==> src/rtl/tile_draw_engine_if.sv <==
// Request/pixel bus between the game controller, the tile draw engine and the VGA adapter.
// master: the side issuing requests and consuming pixels; slave: the draw engine.
interface tile_draw_engine_if #(
   parameter int unsigned IDX_W = 2,
   parameter int unsigned X_W   = 8,
   parameter int unsigned Y_W   = 7
);
   logic             start;
   logic [IDX_W-1:0] tile_idx;
   logic [1:0]       mode;
   logic [X_W-1:0]   x;
   logic [Y_W-1:0]   y;
   logic [2:0]       colour;
   logic             plot;
   logic             busy;
   logic             done;
   logic             err;

   modport master (
      output start, tile_idx, mode,
      input  x, y, colour, plot, busy, done, err
   );

   modport slave (
      input  start, tile_idx, mode,
      output x, y, colour, plot, busy, done, err
   );
endinterface

==> src/rtl/tile_draw_engine.sv <==
// tile_draw_engine: raster-plots one tile of a ROWS x COLS grid (or the whole grid)
// into the VGA adapter write port, with start/busy/done/err handshake.
module tile_draw_engine #(
   parameter int unsigned TILE_W   = 8,
   parameter int unsigned TILE_H   = 8,
   parameter int unsigned COLS     = 2,
   parameter int unsigned ROWS     = 2,
   parameter int unsigned GAP      = 0,
   parameter int unsigned ORIGIN_X = 0,
   parameter int unsigned ORIGIN_Y = 0,
   parameter int unsigned X_W      = 8,
   parameter int unsigned Y_W      = 7,
   parameter int unsigned IDX_W    = 2,
   parameter logic [3*COLS*ROWS-1:0] PALETTE = {3'b011, 3'b100, 3'b010, 3'b001}
) (
   input logic               clock,
   input logic               resetn,
   tile_draw_engine_if.slave bus
);
   localparam int unsigned NTILES = COLS * ROWS;
   localparam int unsigned PX_W   = (TILE_W > 1) ? $clog2(TILE_W) : 1;
   localparam int unsigned PY_W   = (TILE_H > 1) ? $clog2(TILE_H) : 1;

   localparam logic [1:0] MODE_NORMAL = 2'b00;
   localparam logic [1:0] MODE_FLASH  = 2'b01;
   localparam logic [1:0] MODE_CLEAR  = 2'b11;

   typedef enum logic [1:0] {IDLE, LOAD, DRAW, DONE} state_t;

   state_t           state, state_next;
   logic [IDX_W-1:0] idx;
   logic [1:0]       mode_r;
   logic [X_W:0]     base_x, base_x_calc;
   logic [Y_W:0]     base_y, base_y_calc;
   logic [PX_W-1:0]  px;
   logic [PY_W-1:0]  py;
   logic [2:0]       colour_sel, colour_calc, pal_col;
   logic [X_W-1:0]   x_cur, x_hold;
   logic [Y_W-1:0]   y_cur, y_hold;
   logic [2:0]       colour_hold;
   logic             err_r;
   logic             reject, last_px, last_tile;
   int unsigned      col_i, row_i;

   // Request qualification and scan-position decodes.
   always_comb begin
      reject    = (bus.mode != MODE_CLEAR) && (32'(bus.tile_idx) >= NTILES);
      last_px   = (px == PX_W'(TILE_W - 1)) && (py == PY_W'(TILE_H - 1));
      last_tile = (mode_r != MODE_CLEAR) || (32'(idx) == NTILES - 1);
   end

   // Tile geometry and colour for the currently latched tile index.
   always_comb begin
      col_i       = 32'(idx) % COLS;
      row_i       = 32'(idx) / COLS;
      base_x_calc = (X_W+1)'(ORIGIN_X + col_i * (TILE_W + GAP));
      base_y_calc = (Y_W+1)'(ORIGIN_Y + row_i * (TILE_H + GAP));
      pal_col     = 3'(PALETTE >> (3 * 32'(idx)));
      case (mode_r)
         MODE_NORMAL: colour_calc = pal_col;
         MODE_FLASH:  colour_calc = '1;
         default:     colour_calc = '0;
      endcase
      x_cur = X_W'(base_x + (X_W+1)'(px));
      y_cur = Y_W'(base_y + (Y_W+1)'(py));
   end

   // State register.
   always_ff @(posedge clock) begin
      if (!resetn) state <= IDLE;
      else         state <= state_next;
   end

   // Next-state logic; clear-grid mode loops back through LOAD once per tile.
   always_comb begin
      state_next = state;
      case (state)
         IDLE: if (bus.start && !reject) state_next = LOAD;
         LOAD: state_next = DRAW;
         DRAW: if (last_px) state_next = last_tile ? DONE : LOAD;
         DONE: state_next = IDLE;
         default: state_next = IDLE;
      endcase
   end

   // Datapath: request latch, tile base, pixel counters and held pixel outputs.
   always_ff @(posedge clock) begin
      if (!resetn) begin
         idx         <= '0;
         mode_r      <= '0;
         base_x      <= '0;
         base_y      <= '0;
         px          <= '0;
         py          <= '0;
         colour_sel  <= '0;
         x_hold      <= '0;
         y_hold      <= '0;
         colour_hold <= '0;
         err_r       <= 1'b0;
      end else begin
         err_r <= 1'b0;
         case (state)
            IDLE: begin
               if (bus.start) begin
                  if (reject) begin
                     err_r <= 1'b1;
                  end else begin
                     idx    <= (bus.mode == MODE_CLEAR) ? '0 : bus.tile_idx;
                     mode_r <= bus.mode;
                  end
               end
            end
            LOAD: begin
               base_x     <= base_x_calc;
               base_y     <= base_y_calc;
               colour_sel <= colour_calc;
               px         <= '0;
               py         <= '0;
            end
            DRAW: begin
               x_hold      <= x_cur;
               y_hold      <= y_cur;
               colour_hold <= colour_sel;
               if (px == PX_W'(TILE_W - 1)) begin
                  px <= '0;
                  if (py == PY_W'(TILE_H - 1)) begin
                     py <= '0;
                     if (!last_tile) idx <= idx + IDX_W'(1);
                  end else begin
                     py <= py + PY_W'(1);
                  end
               end else begin
                  px <= px + PX_W'(1);
               end
            end
            default: ;
         endcase
      end
   end

   // Outputs: live pixel while plotting, otherwise the last plotted pixel is held.
   always_comb begin
      bus.plot   = (state == DRAW);
      bus.busy   = (state != IDLE);
      bus.done   = (state == DONE);
      bus.err    = err_r;
      bus.x      = bus.plot ? x_cur : x_hold;
      bus.y      = bus.plot ? y_cur : y_hold;
      bus.colour = bus.plot ? colour_sel : colour_hold;
   end
endmodule

==> src/flat_wrapper.sv <==
// flat-port wrapper written by rule: the top's interface ports become plain ports
module tile_draw_engine_flat 
#(
   parameter int unsigned TILE_W   = 8,
   parameter int unsigned TILE_H   = 8,
   parameter int unsigned COLS     = 2,
   parameter int unsigned ROWS     = 2,
   parameter int unsigned GAP      = 0,
   parameter int unsigned ORIGIN_X = 0,
   parameter int unsigned ORIGIN_Y = 0,
   parameter int unsigned X_W      = 8,
   parameter int unsigned Y_W      = 7,
   parameter int unsigned IDX_W    = 2,
   parameter logic [3*COLS*ROWS-1:0] PALETTE = {3'b011, 3'b100, 3'b010, 3'b001}
)
  (clock, resetn, bus_start, bus_tile_idx, bus_mode, bus_x, bus_y, bus_colour, bus_plot, bus_busy, bus_done, bus_err);
  tile_draw_engine_if #(.IDX_W(IDX_W), .X_W(X_W), .Y_W(Y_W)) bus_i ();
  input logic clock;
  input logic resetn;
  input wire logic [$bits(bus_i.start)-1:0] bus_start;
  input wire logic [$bits(bus_i.tile_idx)-1:0] bus_tile_idx;
  input wire logic [$bits(bus_i.mode)-1:0] bus_mode;
  output wire logic [$bits(bus_i.x)-1:0] bus_x;
  output wire logic [$bits(bus_i.y)-1:0] bus_y;
  output wire logic [$bits(bus_i.colour)-1:0] bus_colour;
  output wire logic [$bits(bus_i.plot)-1:0] bus_plot;
  output wire logic [$bits(bus_i.busy)-1:0] bus_busy;
  output wire logic [$bits(bus_i.done)-1:0] bus_done;
  output wire logic [$bits(bus_i.err)-1:0] bus_err;
  assign bus_i.start = bus_start;
  assign bus_i.tile_idx = bus_tile_idx;
  assign bus_i.mode = bus_mode;
  assign bus_x = bus_i.x;
  assign bus_y = bus_i.y;
  assign bus_colour = bus_i.colour;
  assign bus_plot = bus_i.plot;
  assign bus_busy = bus_i.busy;
  assign bus_done = bus_i.done;
  assign bus_err = bus_i.err;
  tile_draw_engine #(.TILE_W(TILE_W), .TILE_H(TILE_H), .COLS(COLS), .ROWS(ROWS), .GAP(GAP), .ORIGIN_X(ORIGIN_X), .ORIGIN_Y(ORIGIN_Y), .X_W(X_W), .Y_W(Y_W), .IDX_W(IDX_W), .PALETTE(PALETTE)) u_core (.clock(clock), .resetn(resetn), .bus(bus_i));
endmodule
==> config.mk <==
export PLATFORM = sky130hd
export DESIGN_NAME = tile_draw_engine_flat
export DESIGN_NICKNAME = d
export VERILOG_FILES = /design/src/rtl/tile_draw_engine_if.sv /design/src/rtl/tile_draw_engine.sv /design/src/flat_wrapper.sv
export SDC_FILE = /design/constraint.sdc
export NUM_CORES = 1
export LEC_CHECK = 0
export ABC_AREA = 1
export BUFFER_PORTS_ARGS = -buffer_cell sky130_fd_sc_hd__clkbuf_2
export CAP_MARGIN = 20
export CORE_MARGIN = 3
export CORE_UTILIZATION = 55
export DETAILED_ROUTE_END_ITERATION = 8
export PLACE_DENSITY = 0.83
export SLEW_MARGIN = 5
export SYNTH_ARGS = -nofsm -noshare
export SYNTH_HDL_FRONTEND = slang
export SYNTH_SLANG_ARGS = --single-unit
==> constraint.sdc <==
create_clock -name clock -period 2.4 [get_ports clock]
set_input_delay 0 -clock clock [delete_from_list [all_inputs] [get_ports clock]]
set_output_delay 0 -clock clock [all_outputs]
set_load 0.005 [all_outputs]
==> metrics.txt, run 1 <==
PwrDens ~940 nW/µm²; unrepaired setup endpoints after global routing false; total of max-cap violations 0; routability cong. between 0.8 and 0.9; wire length of the first global-routing pass ~5 mm; # setup viols final 0; XOR/XNOR Fraction of Synth Area 0%; Fin Setup TNS 0 ns; Overflow after GRT 0; # IOs 29; HPWL Detailed around 2.1 mm; Post-Syn Nets about 230; Avg Cell Area, Syn between 7 and 8 µm²; min Tclk post-route ~1.8 ns; status complete, no violations; routed vias between 1000 and 1500; die width between 50 and 60 µm; Syn Inst Count approximately 210; Synth Area in Simple Gates roughly 25%; # DRC 0; Startpoint Class register; data arrival time of the worst path roughly 1.8 ns; clk_skew roughly 0.012 ns; routed len/inst about 11 µm; cell area after synthesis ~1600 µm²; post-synthesis mux area share 0%; port bufs 27; Hold Crit Class primary input to register; VDD IR max approximately 0.63 mV; Worst-Skew Late Latency around 0.35 ns; CP Class register to output pin; largest stage delay on the critical path a little over 0.4 ns; clk sinks 35; final hold vios 0; share of cells above drive strength 1 16.4%; setup bufs post-CTS 0; gr usage total approximately a fifth; DR iter-0 viols 39; most used cell, CP nand2_1; post-synth cell types 18; largest net degree at the start of global routing 29; Die Height around 59 µm; FMAX between 500 and 600 MHz; Yosys reg bits 35; diode count 0; largest family of logic cells by synthesized area simple AND/OR/NAND/NOR gates; complex-gate fraction of the synthesized area 12.1%; fin nets about 260; Antenna Nets Post-Route 0; Area Growth Syn to Fin 12.8%; CP max FO 20; Pleak slightly below 0.9 nW; worst-path cell chain inv_1 > ha_1 > inv_2 > nand2_1 > nand2_1 > clkbuf_2; drt pass-1 iters 4; CTS H-Tree Depth 2; Initial Util 60.0%; clock-pin transition on the worst setup and hold timing paths 0.10 ns; relative slew slack a little under three fifths; slowest CP cell dfxtp_1; worst hold slack between 0.03 and 0.04 ns; Final Max Slew Viols 0; Root Buffer clkbuf_4; die area between 3000 and 4000 µm²; Setup crit end kind output pin; Clock Path Buffers 2; Yosys Warn Count 0; initial antenna violation count 0; required time worst endpoint approximately 2.4 ns; core area 2590 µm²; vias per cell around 5.0; post-route clock period utilization about 74%; CTS tree built; Slew @ Worst Pin around 0.67 ns; Seq/Total Area, Yosys between 40% and 50%; adder-cell share of the synthesized area under 10%; Final Routed Wirelength 2.96 mm; vias in the first global route 1167; CTS buffer count 5; Rows 18
==> power by group <==
| group | switching (mW) | leakage [nW] | internal, mW |
|---|---|---|---|
| logic | 0.398 | 0.554 | 0.207 |
| clock network | 0.195 | 0.0293 | 0.114 |
| registers | 0.0702 | 0.284 | 0.668 |
| total | 0.663 | 0.868 | 0.989 |
==> routing by layer <==
| layer | global-route usage (%) | vias to the layer above | part of all wire (%) |
|---|---|---|---|
| li1 | - | 721 | - |
| met1 | 24.1 | 578 | 48 |
| met2 | 31.1 | 28 | 45 |
| met3 | 5.45 | 7 | 4.8 |
| met4 | 10.7 | 0 | 2.3 |
| met5 | 0 | - | 0 |
==> final cells by class <==
class | instances | area, µm²
clock buffer | 7 | 45.0
sequential | 35 | 701
multi-input combinational | 143 | 714
timing repair buffer | 31 | 173
clock inverter | 1 | 5.00
tap | 30 | 37.5
fill | 237 | 836
inverter | 21 | 78.8
==> through the flow <==
stage	cell area, µm²	setup WS, ns	power [mW]	cells	utilization (%)
final	1750	0.616	1.65	268	67.7
after CTS	1750	0.603	1.66	268	67.7
after detailed placement	1670	0.748	1.35	257	64.6
after global routing	1750	0.398	1.79	268	67.7
after global placement	1670	0.840	1.33	257	64.6
after floorplan	1560	0.984	1.21	209	-
==> cells in the final DEF, fill, tap and decap left out, types with 3 or more instances in the layout <==
master / n
inv_1: 18
ha_1: 11
nor3_1: 9
o21ai_0: 11
nand3_1: 9
dlygate4sd3_1: 3
nor2_1: 21
a21oi_1: 23
clkbuf_2: 27
clkbuf_4: 5
dfxtp_1: 35
nand2_1: 55
==> flip-flops by register name (all words and copies together) (netlist names) <==
register,cells
u_core.base_y,1
u_core.py,3
u_core.px,3
u_core.y_hold,7
u_core.mode_r,2
u_core.x_hold,8
u_core.idx,2
u_core.base_x,1
u_core.colour_hold,3
u_core.colour_sel,3
u_core.state,2
==> Yosys cell counts <==
master    instances  area (µm²)
clkbuf_1          2        7.51
nand2_1          55         206
buf_6             1        11.3
conb_1            1        3.75
a21oi_1          23         115
inv_2             2        7.51
nor3_1            9        45.0
inv_1            18        67.6
o21ai_2           2        17.5
nor2_1           21        78.8
dfxtp_1          35         701
o21ai_0          11        55.1
clkinv_1          1        3.75
buf_4             3        22.5
nand3_2           1        10.0
buf_2             4        20.0
ha_1             11         138
nand3_1           9        45.0
==> kinds of logic after synthesis <==
group,count (synthesis)
flip-flops,35
other,1
AND/OR/NAND/NOR,95
AO/OA/AOI/OAI,36
buffers and inverters,31
adder cells (fa/ha/maj),11
==> worst max-delay path: cells and delay by family (launching register included) <==
kind / cells / cell delay (ns)
buf+inv: 3 / 0.51
flops: 1 / 0.41
simple gates: 2 / 0.22
fa+ha+maj: 1 / 0.30
==> final timing paths <==
check                                       from               end  slack, ns  cells after the start
worst max register to register   u_core.state[0]      u_core.py[1]       0.76                      8
worst max-delay path             u_core.state[0]          bus_x[0]       0.62                      6
worst min register to register  u_core.x_hold[4]  u_core.x_hold[4]       0.45                      2
worst min-delay path             bus_tile_idx[0]     u_core.idx[0]       0.03                      5
==> timing repair <==
action	CTS	global route
endpoints found under the setup margin	0	0
resized for setup	0	0
hold buffers	3	0
endpoints found under the hold margin	5	0
Power figures use the tool's default switching activity.
==> inputs of run 2 (changes only) <==
--- a/config.mk
+++ b/config.mk
@@ -9,9 +9,9 @@
 export BUFFER_PORTS_ARGS = -buffer_cell sky130_fd_sc_hd__clkbuf_2
 export CAP_MARGIN = 20
 export CORE_MARGIN = 3
-export CORE_UTILIZATION = 55
+export CORE_UTILIZATION = 54
 export DETAILED_ROUTE_END_ITERATION = 8
-export PLACE_DENSITY = 0.83
+export PLACE_DENSITY = 0.82
 export SLEW_MARGIN = 5
 export SYNTH_ARGS = -nofsm -noshare
 export SYNTH_HDL_FRONTEND = slang
==> constraint.sdc (replaced) <==
create_clock -name clock -period 1.7 [get_ports clock]
set_input_delay 0 -clock clock [delete_from_list [all_inputs] [get_ports clock]]
set_output_delay 0 -clock clock [all_outputs]
set_load 0.005 [all_outputs]
==> metrics.txt, run 2 (synthesis gave the netlist of run 1 again) <==
CP max FO 30 (+50%); Area Growth Syn to Fin 18.0%; HPWL Detailed 2.14 mm (+2.8%); core area 2610 µm² (+0.87%); PwrDens 1410 nW/µm² (+50%); Clock Path Buffers 2 (unchanged); Top reg by flops u_core.x_hold; die area 3560 µm² (+1.7%); port bufs 27 (unchanged); Setup crit end kind output pin; largest net degree at the start of global routing 31 (+6.9%); VDD IR max 1.19 mV (+89%); clock-pin transition on the worst setup and hold timing paths 0.11 ns (about the same); Final Cell Area 1840 µm² (+4.6%); data arrival time of the worst path 1.56 ns (-0.22 ns); Startpoint Class register; Worst R2R Start u_core.px[0]; CTS buffer count 5 (unchanged); # setup viols final 0 (unchanged); Hold Path Sink u_core.idx[1]; initial antenna violation count 0 (unchanged); Root Buffer clkbuf_4; Fillers 242 (+2.1%); worst hold slack 0.0200 ns (-0.0108 ns); PnR Total Power 2.60 mW (+57%); CTS H-Tree Depth 2 (unchanged); Hold Path Stages 5 (unchanged); Final Max Slew Viols 0 (unchanged); Pleak 0.901 nW (+3.9%); vias in the first global route 1278 (+9.5%); dpl cells 259 (+0.78%); commonest non-fill, non-tap cell in the layout nand2_1; Antenna Nets Post-Route 0 (unchanged); Final Routed Wirelength 3.19 mm (+7.9%); Post-Layout Cell Count 270 (+0.75%); total of max-cap violations 0 (unchanged); Fin Setup TNS 0 ns (unchanged); Overflow after GRT 0 (unchanged); fin nets 257 (+0.78%); FMAX roughly 640 MHz; Top Registers u_core.x_hold (8), u_core.y_hold (7); final hold vios 0 (unchanged); Worst-Skew Late Latency 0.34 ns (about the same); clk_skew 0.00718 ns (-0.00470 ns); share of cells above drive strength 1 18.3% (+1.9 points); gr usage total 20.8% (+1.1 points); unrepaired setup endpoints after global routing false; # IOs 29 (unchanged); DP Area 1690 µm² (+0.90%); most frequent cells in the layout nand2_1 (55), dfxtp_1 (35), clkbuf_2 (27); CTS tree built; max FFs per register 8 (unchanged); HP Start bus_tile_idx[1]; routability cong. 0.828 (-3.1%); FF-to-FF setup slack 0.21 ns (-0.55 ns); clk sinks 35 (unchanged); Rows 18 (unchanged); wire length of the first global-routing pass 5.50 mm (+7.7%); post-route clock period utilization 92.1%; CP Launch Point u_core.state[0]; # DRC 0 (unchanged); status complete, no violations; DR iter-0 viols 46 (+18%); Initial Util 59.5% (-0.52 points); die width 59.7 µm (+0.83%); Hold Crit Class primary input to register; min Tclk post-route about 1.6 ns; routed len/inst 11.8 µm (+7.1%); Die Height 59.7 µm (+0.83%); diode count 0 (unchanged); R2R Path End u_core.state[0]; CP Class register to output pin; routed vias 1360 (+1.9%); drt pass-1 iters 4 (unchanged); vias per cell 5.04 (+1.2%); Reg2Reg Depth 8 (unchanged); required time worst endpoint 1.70 ns (-0.70 ns)
-- run 2: changes by cell type in the layout (fill, tap and decap cells not counted) --
| cell | previous run | this run |
|---|---|---|
| clkbuf_1 | 2 | 0 |
| buf_12 | 0 | 1 |
| buf_4 | 1 | 2 |
| bufinv_16 | 0 | 1 |
| clkbuf_8 | 0 | 1 |
| ha_1 | 11 | 10 |
| ha_4 | 0 | 1 |
| inv_2 | 2 | 1 |
| inv_6 | 0 | 1 |
-- run 2: what timing repair did --
action	in CTS	in global routing
endpoints found under the setup margin	11	18
gates cloned	0	0
hold buffers	3	0
hold endpoints to repair	5	0
buffers inserted	0	0
resized for setup	3	4
-- run 2: per-layer routing --
metal	share of wire [%]	up-vias	wire (µm)	global-route usage (%)
met5	0	-	0	0
met4	2.1	0	68	10.1
met3	7.0	8	222	6.26
met2	46	45	1480	33.6
met1	45	588	1420	24.9
li1	-	719	-	-
-- run 2: worst max-delay path: stages, from the launching register on --
cell and delay, ns:
dfxtp_1 0.37, inv_1 0.15, ha_4 0.22, buf_12 0.18, nand2_1 0.09, nand2_1 0.09, clkbuf_2 0.11
-- run 2: worst max path at each step --
stage          cells after the start       endpoint  slack [ns]
3_3_place_gp                       8   u_core.py[0]        0.18
6_report                           6  bus_colour[2]        0.14
2_1_floorplan                     10   u_core.py[0]        0.28
5_1_grt                            6  bus_colour[2]        0.03
4_1_cts                            6  bus_colour[2]       0.005
3_5_place_dp                       8   u_core.py[1]        0.12
-- run 2: power breakdown --
group          switching, mW  internal, mW
combinational          0.589         0.331
clock                  0.280         0.347
sequential             0.106         0.943
total                  0.975          1.62
-- run 2: cell type report --
class	instances	area (µm²)	area share (%)
clock buffer	6	51.3	2.79
sequential	35	701	38.2
multi-input combinational	143	727	39.6
timing repair buffer	33	200	10.9
inverter	21	83.8	4.57
tap	30	37.5	2.04
clock inverter	2	35.0	1.91
-- run 2: stage by stage --
| stage | util (%) | setup slack, ns |
|---|---|---|
| 2_1_floorplan | - | 0.284 |
| 3_3_place_gp | 64.7 | 0.184 |
| 3_5_place_dp | 64.7 | 0.115 |
| 4_1_cts | 69.5 | 0.00481 |
| 5_1_grt | 70.3 | 0.0336 |
| 6_report | 70.3 | 0.135 |
==> inputs of run 3 (changes only) <==
--- a/config.mk
+++ b/config.mk
@@ -5,7 +5,6 @@
 export SDC_FILE = /design/constraint.sdc
 export NUM_CORES = 1
 export LEC_CHECK = 0
-export ABC_AREA = 1
 export BUFFER_PORTS_ARGS = -buffer_cell sky130_fd_sc_hd__clkbuf_2
 export CAP_MARGIN = 20
 export CORE_MARGIN = 3
==> metrics.txt, run 3 <==
clock-pin transition on the worst setup and hold timing paths 0.10 ns (about the same); commonest non-fill, non-tap cell in the layout dfxtp_1; HPWL Detailed 1.98 mm (-7.4%); post-route clock period utilization 92.7% (+0.65 points); Clock Power Share 20.8% (-3.4 points); drt pass-1 iters 4 (unchanged); CP Class register to output pin; Switch Pwr 682 µW (-30%); clk_skew 0.00726 ns (+0.0000759 ns); initial antenna violation count 0 (unchanged); DP Area 1750 µm² (+3.7%); Root Buffer clkbuf_4; max FFs per register 8 (unchanged); gr busiest metal met2; wire length of the first global-routing pass 5.22 mm (-5.1%); Top Registers u_core.x_hold (8), u_core.y_hold (7); Synth async-reset ratio 0% (unchanged); dpl cells 212 (-18%); Switching Fraction 32.7% (-4.9 points); DR iter-0 viols 33 (-28%); Startpoint Class register; final hold vios 0 (unchanged); gr usage total 19.8% (-0.94 points); Final Cell Area 1910 µm² (+4.0%); Setup crit end kind output pin; Syn Inst Count 161 (-23%); Slew @ Worst Pin ~0.55 ns; largest family of logic cells by synthesized area simple AND/OR/NAND/NOR gates; Pleak 0.875 nW (-2.9%); status complete, no violations; Avg Cell Area, Syn 9.91 µm² (+33%); most frequent cells in the layout dfxtp_1 (33), clkbuf_2 (27), nor2b_1 (19), and2_1 (19); Core Util, Final 68.6% (-1.7 points); CTS tree built; met2 usage 32.7% (-0.93 points); Yosys reg bits 35 (unchanged); Post-synth top cells dfxtp_1 (35), and2_1 (19), nor2b_1 (19); Fin Setup TNS 0 ns (unchanged); CTS buffer count 5 (unchanged); diode count 0 (unchanged); Hold Crit Class primary input to register; Final Routed Wirelength 2.95 mm (-7.6%); Die Height 60.4 µm (+1.1%); Worst-Skew Late Latency 0.34 ns (about the same); # IOs 29 (unchanged); core area 2780 µm² (+6.5%); relative slew slack 63.3%; required time worst endpoint 1.70 ns (about the same); Yosys Warn Count 0 (unchanged); Logic pwr share 33.1% (-2.3 points); routed vias 1192 (-12%); vias in the first global route 1178 (-7.8%); port bufs 27 (unchanged); Overflow after GRT 0 (unchanged); # DRC 0 (unchanged); Yosys top cell area share 43.9% (-1.1 points); post-synthesis mux area share 12.8% (+13 points); Post-synth EDFFs 0 (unchanged); vias per cell 5.30 (+5.2%); main flop type after synthesis dfxtp_1; Initial Util 57.4% (-2.2 points); Rows 19 (+1); largest net degree at the start of global routing 39 (+26%); fin nets 211 (-18%); PwrDens 1090 nW/µm² (-23%); clk sinks 35 (unchanged); FMAX 635 MHz (-0.70%); min Tclk post-route 1.58 ns (+0.0111 ns); Post-Syn Nets 179 (-21%); data arrival time of the worst path 1.58 ns (+0.02 ns); share of cells above drive strength 1 26.3% (+8.0 points); Int Power 1.41 mW (-13%); post-synth cell types 28 (+10); Clock Path Buffers 2 (unchanged); adder-cell share of the synthesized area 8.63% (-0.22 points); Seq/Total Area, Yosys 43.9% (-1.1 points); cell area after synthesis 1600 µm² (+2.6%); routed len/inst 13.1 µm (+11%); CP max FO 16 (-47%); setup bufs post-CTS 0 (unchanged); met1 GRT Util 22.9% (-2.0 points); Antenna Nets Post-Route 0 (unchanged); Top reg by flops u_core.x_hold; complex-gate fraction of the synthesized area 6.90% (-5.2 points); area leader, netlist dfxtp_1; most frequent cell after synthesis dfxtp_1; die width 60.4 µm (+1.1%); Post-Layout Cell Count 225 (-17%); total of max-cap violations 0 (unchanged); top post-synthesis cells by area dfxtp_1 (44%), ha_1 (8.6%), and2_1 (7.5%); Seq pwr share 46.1% (+5.7 points); unrepaired setup endpoints after global routing false; Area Growth Syn to Fin 19.6%; Synth Area in Simple Gates 23.8% (-1.0 points); die area 3640 µm² (+2.3%); routability cong. 0.762 (-8.0%); met3 global-route usage 5.74% (-0.52 points); XOR/XNOR Fraction of Synth Area 0% (unchanged); Final Max Slew Viols 0 (unchanged); # setup viols final 0 (unchanged); VDD IR max 0.728 mV (-39%); CTS H-Tree Depth 2 (unchanged); Fillers 230 (-5.0%)
==> run 3: routing by layer <==
| layer | wire [µm] | up-vias | part of all wire (%) |
|---|---|---|---|
| met2 | 1550 | 21 | 52 |
| li1 | - | 597 | - |
| met4 | 59 | 0 | 2.0 |
| met1 | 1220 | 569 | 41 |
| met3 | 121 | 5 | 4.1 |
| met5 | 0 | - | 0 |
==> run 3: final timing paths <==
path | from | end | slack (ns) | cells after the start
worst min-delay path | bus_start | u_core.mode_r[1] | 0.04 | 4
worst min register to register | u_core.px[1] | u_core.px[1] | 0.53 | 2
worst max-delay path | u_core.state[0] | bus_y[1] | 0.12 | 5
worst max register to register | u_core.state[0] | u_core.state[1] | 0.16 | 6
==> run 3: power by group through the flow <==
stage | Sequential [mW] | Combinational, mW | Clock [mW]
detailed placement | 0.967 | 0.573 | 0
finish | 0.963 | 0.691 | 0.434
global placement | 0.959 | 0.549 | 0
floorplan | 0.948 | 0.442 | 0
CTS | 0.951 | 0.641 | 0.453
global route | 0.976 | 0.774 | 0.496
==> run 3: critical path: stages, from the launching register on <==
cell and delay (ns):
dfxtp_2 0.40, inv_4 0.07, ha_4 0.17, buf_12 0.15, mux2_1 0.32, clkbuf_2 0.12
==> run 3: stage by stage <==
step                      worst slack [ns]  power, mW  hold WS [ns]
after floorplan                      0.174       1.39         0.156
after global placement               0.220       1.51         0.258
after detailed placement             0.105       1.54         0.278
after CTS                          0.00899       2.05        0.0117
after global routing                0.0190       2.25        0.0756
final                                0.124       2.09        0.0438
==> run 3: logic make-up after synthesis <==
| group | after synthesis |
|---|---|
| and+or+nand+nor | 67 |
| buffers and inverters | 13 |
| AOI/OAI and AO/OA | 15 |
| DFF | 35 |
| other | 1 |
| adders and majority gates | 11 |
| muxes | 19 |
==> run 3: cell type report <==
| cell class | instances | area, µm² | area share [%] |
|---|---|---|---|
| inverter | 4 | 17.5 | 0.918 |
| timing repair buffer | 34 | 235 | 12.3 |
| clock inverter | 2 | 12.5 | 0.656 |
| clock buffer | 6 | 41.3 | 2.16 |
| tap | 31 | 38.8 | 2.03 |
| sequential | 35 | 703 | 36.9 |
| multi-input combinational | 113 | 860 | 45.0 |
==> run 3: timing repair <==
item	CTS	global route
endpoints found under the hold margin	2	0
gates resized for setup	2	7
setup endpoints to repair	11	15
hold buffers	4	0
cloned	1	0
